[config.mk]
export PLATFORM = sky130hd
export DESIGN_NAME = seq_detector_param
export DESIGN_NICKNAME = d
export VERILOG_FILES = /design/src/rtl/seq_detector_param.sv
export SDC_FILE = /design/constraint.sdc
export NUM_CORES = 1
export LEC_CHECK = 0
export CAP_MARGIN = 15
export CORE_AREA = 3 3 40 42
export CTS_BUF_LIST = sky130_fd_sc_hd__clkbuf_8
export CTS_CLUSTER_DIAMETER = 40
export DETAILED_ROUTE_END_ITERATION = 12
export DIE_AREA = 0 0 43 45
export DONT_BUFFER_PORTS = 1
export HOLD_SLACK_MARGIN = 0.12
export PLACE_DENSITY_LB_ADDON = 0.2
export RECOVER_POWER = 50
export REMOVE_ABC_BUFFERS = 1
export SKIP_CTS_REPAIR_TIMING = 1
export SLEW_MARGIN = 10
export SYNTH_ARGS = -nofsm -noshare
export SYNTH_HDL_FRONTEND = slang
export SYNTH_SLANG_ARGS = --single-unit
[constraint.sdc]
create_clock -name clk -period 1.7 [get_ports clk]
set_input_delay 0.425 -clock clk [delete_from_list [all_inputs] [get_ports clk]]
set_output_delay 0.425 -clock clk [all_outputs]
set_load 0.02 [all_outputs]
[src/rtl/seq_detector_param.sv]
// -----------------------------------------------------------------------------
// seq_detector_param
//   Parametrised serial bit-pattern detector. Accepted bits (x_valid=1) are
//   shifted into a short history; a hit is flagged when the last PAT_W
//   accepted bits equal PATTERN (MSB = oldest). Overlap policy and Mealy /
//   Moore output timing are chosen by parameter. A saturating counter
//   tallies hits since reset or the last clr_cnt.
//
// Ports
//   clk        in   1      rising-edge clock
//   rst        in   1      synchronous reset, active-high
//   x_valid    in   1      qualifies x; history frozen while low
//   x          in   1      serial data bit
//   clr_cnt    in   1      synchronous clear of match_cnt (beats a hit)
//   y          out  1      match indication (Mealy: same cycle, Moore: +1)
//   match_cnt  out  CNT_W  saturating match count
// -----------------------------------------------------------------------------
module seq_detector_param #(
  parameter int               PAT_W   = 4,
  parameter logic [PAT_W-1:0] PATTERN = 4'b1011,
  parameter bit               OVERLAP = 1'b1,
  parameter bit               MOORE   = 1'b0,
  parameter int               CNT_W   = 8
) (
  input  logic             clk,
  input  logic             rst,
  input  logic             x_valid,
  input  logic             x,
  input  logic             clr_cnt,
  output logic             y,
  output logic [CNT_W-1:0] match_cnt
);

  localparam int FILL_W = (PAT_W > 1) ? $clog2(PAT_W) : 1;

  logic hit;

  generate
    if (PAT_W == 1) begin : g_single
      // A single-bit pattern needs no history: every accepted bit is judged alone.
      assign hit = x_valid & (x == PATTERN[0]);
    end else begin : g_multi
      localparam logic [FILL_W-1:0] FILL_MAX = FILL_W'(PAT_W - 1);

      logic [PAT_W-2:0]  hist;
      logic [FILL_W-1:0] fill;
      logic [PAT_W-1:0]  window;
      logic              full;

      assign window = {hist, x};
      assign full   = (fill == FILL_MAX);
      assign hit    = x_valid & full & (window == PATTERN);

      always_ff @(posedge clk) begin
        if (rst) begin
          hist <= '0;
          fill <= '0;
        end else if (x_valid) begin
          if (hit && !OVERLAP) begin
            // Non-overlapping: forget the history. hist is left as is because
            // PAT_W-1 fresh shifts overwrite it before fill is full again.
            fill <= '0;
          end else begin
            hist <= window[PAT_W-2:0];
            if (!full) fill <= fill + FILL_W'(1);
          end
        end
      end
    end
  endgenerate

  generate
    if (MOORE) begin : g_moore
      logic y_p1;

      // Stage p1: hit registered, one-cycle-late pulse per hit
      always_ff @(posedge clk) begin
        if (rst) y_p1 <= 1'b0;
        else     y_p1 <= hit;
      end

      assign y = y_p1;
    end else begin : g_mealy
      assign y = hit & ~rst;
    end
  endgenerate

  always_ff @(posedge clk) begin
    if (rst || clr_cnt) begin
      match_cnt <= '0;
    end else if (hit && !(&match_cnt)) begin
      match_cnt <= match_cnt + CNT_W'(1);
    end
  end

endmodule

## After elaboration in Yosys (flattened, before gate mapping)

Index checks and enable logic that the tools add are counted.

| storage, ports and cells | value |
|---|---|
| input bits | 5 |
| logic and storage cells | 17 |
| output and inout bits | 9 |
| register bits after elaboration | 13 |

| operators by class | value |
|---|---|
| bitwise gates (word level) | 5 |
| equal/unequal tests | 2 |
| $add $sub $neg | 2 |
| reductions and logical operators | 5 |

Operators with widths:

| kind | count |
|---|---|
| $add 8x1->8 const B | 1 |
| $reduce_and 8->1 | 1 |
| $eq 4x4->1 const B | 1 |
| $and 1x1->1 | 3 |
| $add 2x1->2 const B | 1 |
| $eq 2x2->1 const B | 1 |
| $not 1->1 | 2 |
| $reduce_and 2->1 | 1 |
| $logic_and 1x1->1 | 1 |
| $logic_not 1->1 | 1 |
| $logic_or 1x1->1 | 1 |

## Depth between registers and ports, before layout

Gate-level depths: netlist of the first run.

| logic depth | value |
|---|---|
| depth after elaboration | 4 |
| gate-level depth with buffers | 6 |
| gate-level depth less buffers | 5 |

## Least setup slack after synthesis of the first run

Ideal clock, no wire load.

| timing | value |
|---|---|
| kind | register to output |
| from | reg g_multi.fill[0] |
| to | out y |
| stages on the path, launching flop included | 6 |
| data required time | 1,275 ps |
| data arrival time | 1,204 ps |
| path buffers | 1 |
| slack | 71 ps |
| cells stage by stage | dfxtp_1 -> ha_1 -> and4b_1 -> nand3_1 -> buf_2 -> nor2_1 |

| between the ends | value |
|---|---|
| word-level cells in the longest chain between the ends | 4 |

Ends and longest elaborated chain:

| element | RTL line | RTL |
|---|---|---|
| start, declared | 46 | `logic [FILL_W-1:0] fill;` |
| start signal, assigned | 65 | `if (!full) fill <= fill + FILL_W'(1);` |
| $eq 2x2->1 | 51 | `assign full = (fill == FILL_MAX);` |
| $and 1x1->1 (2 in series) | 52 | `assign hit = x_valid & full & (window == PATTERN);` |
| $and 1x1->1 | 84 | `assign y = hit & ~rst;` |
| end, declared | 30 | `output logic y,` |

No other way between the ends.

## Worst setup path after layout of the first run

| timing | value |
|---|---|
| from | reg g_multi.fill[0] |
| to | reg match_cnt[3] |

| between the ends | value |
|---|---|
| word-level cells in the longest chain between the ends | 4 |

Ends and longest elaborated chain:

| element | RTL line | RTL |
|---|---|---|
| $eq 2x2->1 | 51 |  |
| $and 1x1->1 (2 in series) | 52 |  |
| $logic_and 1x1->1 | 91 | `end else if (hit && !(&match_cnt)) begin` |
| end signal, assigned | 92 | `match_cnt <= match_cnt + CNT_W'(1);` |
| end, declared | 31 | `output logic [CNT_W-1:0] match_cnt` |

No other way between the ends.
A chain may end at the register's enable or synchronous reset.

==> key figures, run 1 <==
Outcome
  • Outcome: completed

Power
  • NetSw: 0.000137 W
  • Pwr/cell area: 768 mW/mm^2
  • Total leakage power: 0.333 nW
  • Sequential power share: 51.0%
  • Sw frac: 21.7%
  • VDD IR-drop max: 0.581 mV
  • Clock network fraction of total power: 44.1%
  • Combinational power share: 5.0%
  • Internal power: 0.000494 W

Timing
  • Endpoints failing hold: 0
  • Achievable Freq: 592 MHz
  • Hold Slack: 0.235 ns
  • Period utilization: 99.4%
  • Minimum clock period: 1.69 ns
  • RSZ-0062 raised after global routing: true
  • Worst Skew: 0.00259 ns
  • Least-Margin Pin Slew: 0.367 ns
  • Setup TNS: 0 ns
  • Max-slew violations: 0
  • # setup viols final: 0
  • Max_slew headroom: 74.9%

Cells and area
  • Layout area overhead: 28.8%
  • Ratio of cells with drive above 1 in the final layout: 36.1%
  • Nets: 91
  • Fill count: 110
  • Sequential cell area: 263 sq um
  • Antenna diodes: 0
  • Area of the multi-input gates: 397 sq um

Synthesis
  • Area fraction of the dominant cell type after synthesis: 40.8%
  • Post-synth top cells: dfxtp_1, nor2_1, nand3_1
  • Yosys reg bits: 13
  • Post-Syn Instances: 73
  • Yosys warns: 0
  • Number of flops mapped to enable cells by yosys: 0
  • Syn Std Cell Area: 638 sq um
  • Synth cell types: 31
  • Ranking of synthesized cells by area: dfxtp_1, mux2i_1, nor2_1
  • Top-count cell post-synth: dfxtp_1
  • Largest area contributor in the netlist: dfxtp_1
  • Asr flop ratio synth: 0%
  • Sequential area share after synthesis: 40.8%
  • Syn avg cell area: 8.74 sq um
  • Post-synth top flop: dfxtp_1

Worst setup path
  • WS Path Type: flop to flop
  • Crit start category: flop
  • Crit Path Max Fanout: 8
  • Arrival @ worst endpoint: 1.87 ns
  • CP required: 1.88 ns
  • CP endpoint kind: flop

Global route
  • Global routing usage on met3: 9.16%
  • First-pass GRT wire length: 2070 microns
  • Grt peak-use layer: met2
  • Vias in the first global route: 511
  • GRT overflow: 0
  • Met2 Resource Use GR: 25.4%
  • GR met1 Demand/Resource: 14.7%
  • Largest net degree at the start of global routing: 10
  • Global-route usage over all layers: 14.8%
  • Initial antenna violation count: 0

Floorplanning
  • DIE HEIGHT: 45 microns
  • DIE WIDTH: 43 microns
  • DIE AREA: 0.00194 sq mm
  • Site row count: 13
  • Starting Density: 49.7%
  • CORE AREA: 0.00128 sq mm
  • I/O pin total: 14

Clock network
  • CTS tree: yes
  • TritonCTS buffer count: 3
  • Root Driver: clkbuf_8
  • Clock transition at path regs: 0.06 ns
  • Clk buf depth: 2
  • Clock Sinks: 13
  • Htree depth: 1
  • Later-pin clock latency in the skew report: 0.25 ns

Place
  • RePlAce Congestion: 0.755
  • I/O Buffers: 0
  • Post-DP HPWL: 950 microns

Min path
  • Worst min-delay path category: input pin to flop

Route
  • Total number of vias: 580
  • Post-route DRC: 0
  • ANT nets after route: 0
  • DRT Wirelength: 1290 microns
  • Wire per inst: 13.1 microns
  • Drt pass-1 iters: 4
  • Vias per cell: 5.92
  • Initial DRC count: 10

Flow run
  • Max_cap viols: 0
==> worst paths after layout <==
check                                  endpoint       startpoint  slack [ns]  cells past startpoint
worst max-delay path               match_cnt[3]  g_multi.fill[0]        0.01                      6
worst min-delay path            g_multi.fill[1]              rst        0.24                      1
worst max register to register     match_cnt[3]  g_multi.fill[0]        0.01                      6
worst min register to register  g_multi.hist[2]  g_multi.hist[2]        0.50                      2
==> worst max-delay path, cell delays in order (launching register included) <==
cell	delay [ns]
dfxtp_2	0.35
ha_4	0.13
and4b_2	0.24
nand3_4	0.08
buf_4	0.17
or4_1	0.52
a21oi_2	0.13
==> stage by stage <==
step	total power, W	setup slack, ns	cells	utilization [%]	instance area (sq um)
floorplan	0.000344	0.0450	67	-	612
global placement	0.000348	0.0276	92	54.9	706
detailed placement	0.000350	-0.0313	92	54.9	706
CTS	0.000631	-0.271	96	58.5	752
global route	0.000658	-0.0616	98	64.0	822
finish	0.000631	0.0104	98	64.0	822
==> registers in the layout, summed over array words and instances (netlist names) <==
signal,count
match_cnt,8
g_multi.hist,3
g_multi.fill,2
==> cells by family (layout without fill, tap and decap cells) <==
family,Yosys count,in the layout,share of synthesized area [%]
AO/OA/AOI/OAI,14,14,14.3
XOR/XNOR,1,1,1.37
adder cells (fa/ha/maj),2,2,3.92
buffers and inverters,7,17,4.70
flip-flops,13,13,40.8
multiplexers,4,4,6.27
AND/OR/NAND/NOR,32,32,28.6
==> cell usage in the layout (no fill, tap or decap), types with 2 or more instances in the layout <==
cell and count:
a31oi_1 2, nand3_1 4, and3_1 3, nor3_1 2, o21ai_0 2, buf_4 11, dfxtp_2 2, a21oi_2 3
nor2_1 7, clkbuf_8 3, nand4_1 2, nand2_1 2, mux2i_1 4, o31ai_1 2, dfxtp_1 11
==> power groups by stage <==
stage	clock network, W	registers (W)	logic (W)
final	0.000278	0.000322	0.0000313
after global routing	0.000298	0.000323	0.0000375
after CTS	0.000288	0.000318	0.0000249
after detailed placement	0	0.000325	0.0000248
after global placement	0	0.000324	0.0000240
after floorplan	0	0.000323	0.0000208
==> routing by layer <==
metal	vias to the layer above	wire length, microns	share of wire, %
met1	265	513	40
met5	-	0	0
li1	293	-	-
met4	0	8	0.62
met2	20	644	50
met3	2	118	9.2
==> final cells by class <==
class,instances,share of cell area (%)
Clock inverter,1,0.609
Clock buffer,3,5.02
Sequential cell,13,32.0
Multi-Input combinational cell,53,48.2
Inverter,1,0.457
Timing Repair Buffer,12,11.4
Tap cell,15,2.28
No activity file was read; power rests on OpenSTA's default activity.
==> run 2, diff against run 1 <==
clock period = 2.2 ns   (was 1.7 ns; I/O delays follow)
==> run 2 against run 1 <==
  * Total power shrank 26%
  * Utilization shrank 11 points
  * Combinational power shrank 41%
  * Sequential power shrank 24%
  * Sequential share of layout area grew 6.1 points
  * Clock skew grew 0.0027 ns
  * Global-route usage shrank 0.68 points
  * Worst setup slack gained 0.25 ns
  * Clock-buffer cell count is the same
  * Via count shrank 10%
  * Cell count shrank 11%
  * Critical path type is now flop to output port
  * Critical endpoint is now y
==> key figures, run 2 (same netlist as run 1, synthesis figures left out) <==
Outcome
  • Outcome: completed

Power
  • Combinational power share: 4.0% (-1.0 points)
  • Clock network fraction of total power: 43.7% (-0.4 points)
  • Total power: 0.000469 W (-26%)
  • Pwr/cell area: 686 mW/mm^2 (-11%)
  • NetSw: 0.0000941 W (-31%)
  • Total leakage power: 0.275 nW (-17%)
  • Sequential power share: 52.4% (+1.4 points)
  • Sw frac: 20.1% (-1.6 points)
  • VDD IR-drop max: 0.418 mV (-28%)
  • Internal power: 0.000375 W (-24%)

Floorplanning
  • Starting Density: 49.7% (unchanged)
  • DIE WIDTH: 43 microns (unchanged)
  • Site row count: 13 (unchanged)
  • DIE AREA: 0.00194 sq mm (unchanged)
  • DIE HEIGHT: 45 microns (unchanged)
  • CORE AREA: 0.00128 sq mm (unchanged)
  • I/O pin total: 14 (unchanged)

Clock network
  • Root Driver: clkbuf_8
  • Htree depth: 1 (unchanged)
  • Later-pin clock latency in the skew report: 0.24 ns (about the same)
  • CTS tree: yes
  • TritonCTS buffer count: 3 (unchanged)
  • Clock Sinks: 13 (unchanged)
  • Clock transition at path regs: 0.06 ns (about the same)
  • Clk buf depth: 2 (unchanged)

Worst setup path
  • Arrival @ worst endpoint: 1.39 ns (-0.48 ns)
  • CP required: 1.65 ns (-0.23 ns)
  • Crit Path Max Fanout: 2 (-6)
  • CP max-delay cell: dfxtp_1
  • Worst-path cell chain: ha_1 > and4b_1 > nand3_1 > nor2_1
  • CP Buf/Inv Count: 0 (-1)
  • CP endpoint kind: output port
  • Crit start category: flop
  • CP max stage delay: 0.34 ns (-0.18 ns)
  • WS Path Type: flop to output port
  • Delay-heaviest family, CP: simple AND/OR/NAND/NOR gates

Global route
  • Global-route usage over all layers: 14.1% (-0.68 points)
  • First-pass GRT wire length: 2040 microns (-1.7%)
  • Vias in the first global route: 485 (-5.1%)
  • Largest net degree at the start of global routing: 11 (+1)
  • GRT overflow: 0 (unchanged)
  • Initial antenna violation count: 0 (unchanged)

Timing
  • Setup TNS: 0 ns (unchanged)
  • Max_slew headroom: 73.2% (-1.7 points)
  • Period utilization: 88.3%
  • Worst Skew: 0.00524 ns (+0.00265 ns)
  • # setup viols final: 0 (unchanged)
  • Endpoints failing hold: 0 (unchanged)
  • Least-Margin Pin Slew: 0.402 ns (+0.0346 ns)
  • Minimum clock period: 1.94 ns
  • RSZ-0062 raised after global routing: false
  • Achievable Freq: 515 MHz
  • Max-slew violations: 0 (unchanged)

Place
  • RePlAce Congestion: 0.736 (-2.5%)
  • I/O Buffers: 0 (unchanged)
  • Post-DP HPWL: 899 microns (-5.4%)

Flow run
  • Max_cap viols: 0 (unchanged)

Cells and area
  • Top reg by flops: match_cnt
  • Fill count: 120 (+9.1%)
  • Area of the multi-input gates: 348 sq um (-12%)
  • Layout area overhead: 7.06%
  • Most frequent cells in the layout: dfxtp_1, nor2_1, nand3_1
  • Largest register FFs: 8 (unchanged)
  • Commonest non-fill, non-tap cell in the layout: dfxtp_1
  • Nets: 80 (-12%)
  • Sequential cell area: 260 sq um (-0.95%)
  • Ratio of cells with drive above 1 in the final layout: 11.1% (-25 points)
  • Largest regs: match_cnt: 8 flops, g_multi.hist: 3 flops, g_multi.fill: 2 flops
  • Antenna diodes: 0 (unchanged)

Route
  • Vias per cell: 5.98 (+0.99%)
  • Total length of routed met3 wires: 78 microns (-34%)
  • Total number of vias: 520 (-10%)
  • DRT Wirelength: 1170 microns (-9.1%)
  • Metal2 WL: 548 microns (-15%)
  • Wire per inst: 13.4 microns (+2.4%)
  • Post-route DRC: 0 (unchanged)
  • Highest Signal Layer: met4
  • DRT met1 WL: 533 microns (+3.9%)
  • Drt pass-1 iters: 2 (-2)
  • Initial DRC count: 4 (-6)
  • ANT nets after route: 0 (unchanged)

Min path
  • Worst min-delay path category: input pin to flop
-- run 2: cell types whose count changed in the layout (fill, tap and decap cells not counted), sizes merged --
cell and delta:
inv +1, clkinv -1, buf -11
-- run 2: final timing paths --
check / start / endpoint / slack (ns) / cells past startpoint
hold / removal: rst / g_multi.fill[0] / 0.37 / 1
setup reg to reg: g_multi.fill[0] / match_cnt[3] / 0.48 / 6
setup / recovery: g_multi.fill[0] / y / 0.26 / 4
hold reg to reg: g_multi.hist[2] / g_multi.hist[2] / 0.50 / 2
-- run 2: power groups by stage --
stage               Combinational, W  Clock (W)  Sequential (W)
finish                     0.0000186   0.000205        0.000246
global route               0.0000218   0.000227        0.000246
CTS                        0.0000190   0.000209        0.000246
detailed placement         0.0000189          0        0.000251
global placement           0.0000180          0        0.000251
floorplan                  0.0000161          0        0.000250
-- run 2: metal layers --
layer | vias to the layer above | track usage [%]
met5 | - | 0
met4 | 0 | 9.04
met3 | 2 | 4.38
met2 | 13 | 22.8
met1 | 236 | 16.3
li1 | 269 | -
-- run 2: final cells by class --
type / count / share of cell area, %
inverter: 1 / 0.549
sequential: 13 / 38.1
clock inverter: 1 / 0.549
tap: 15 / 2.75
timing repair buffer: 1 / 1.10
clock buffer: 3 / 6.04
multi-input combinational: 53 / 50.9
-- run 2: metrics by stage --
step | util (%) | area, sq um | cells | hold WS (ns) | worst slack, ns
final | 53.2 | 683 | 87 | 0.372 | 0.257
after global routing | 53.2 | 683 | 87 | 0.369 | 0.155
after CTS | 53.2 | 683 | 87 | 0.371 | 0.240
after detailed placement | 49.7 | 638 | 83 | 0.496 | 0.489
after global placement | 49.7 | 638 | 83 | 0.478 | 0.487
after floorplan | - | 612 | 67 | 0.453 | 0.365
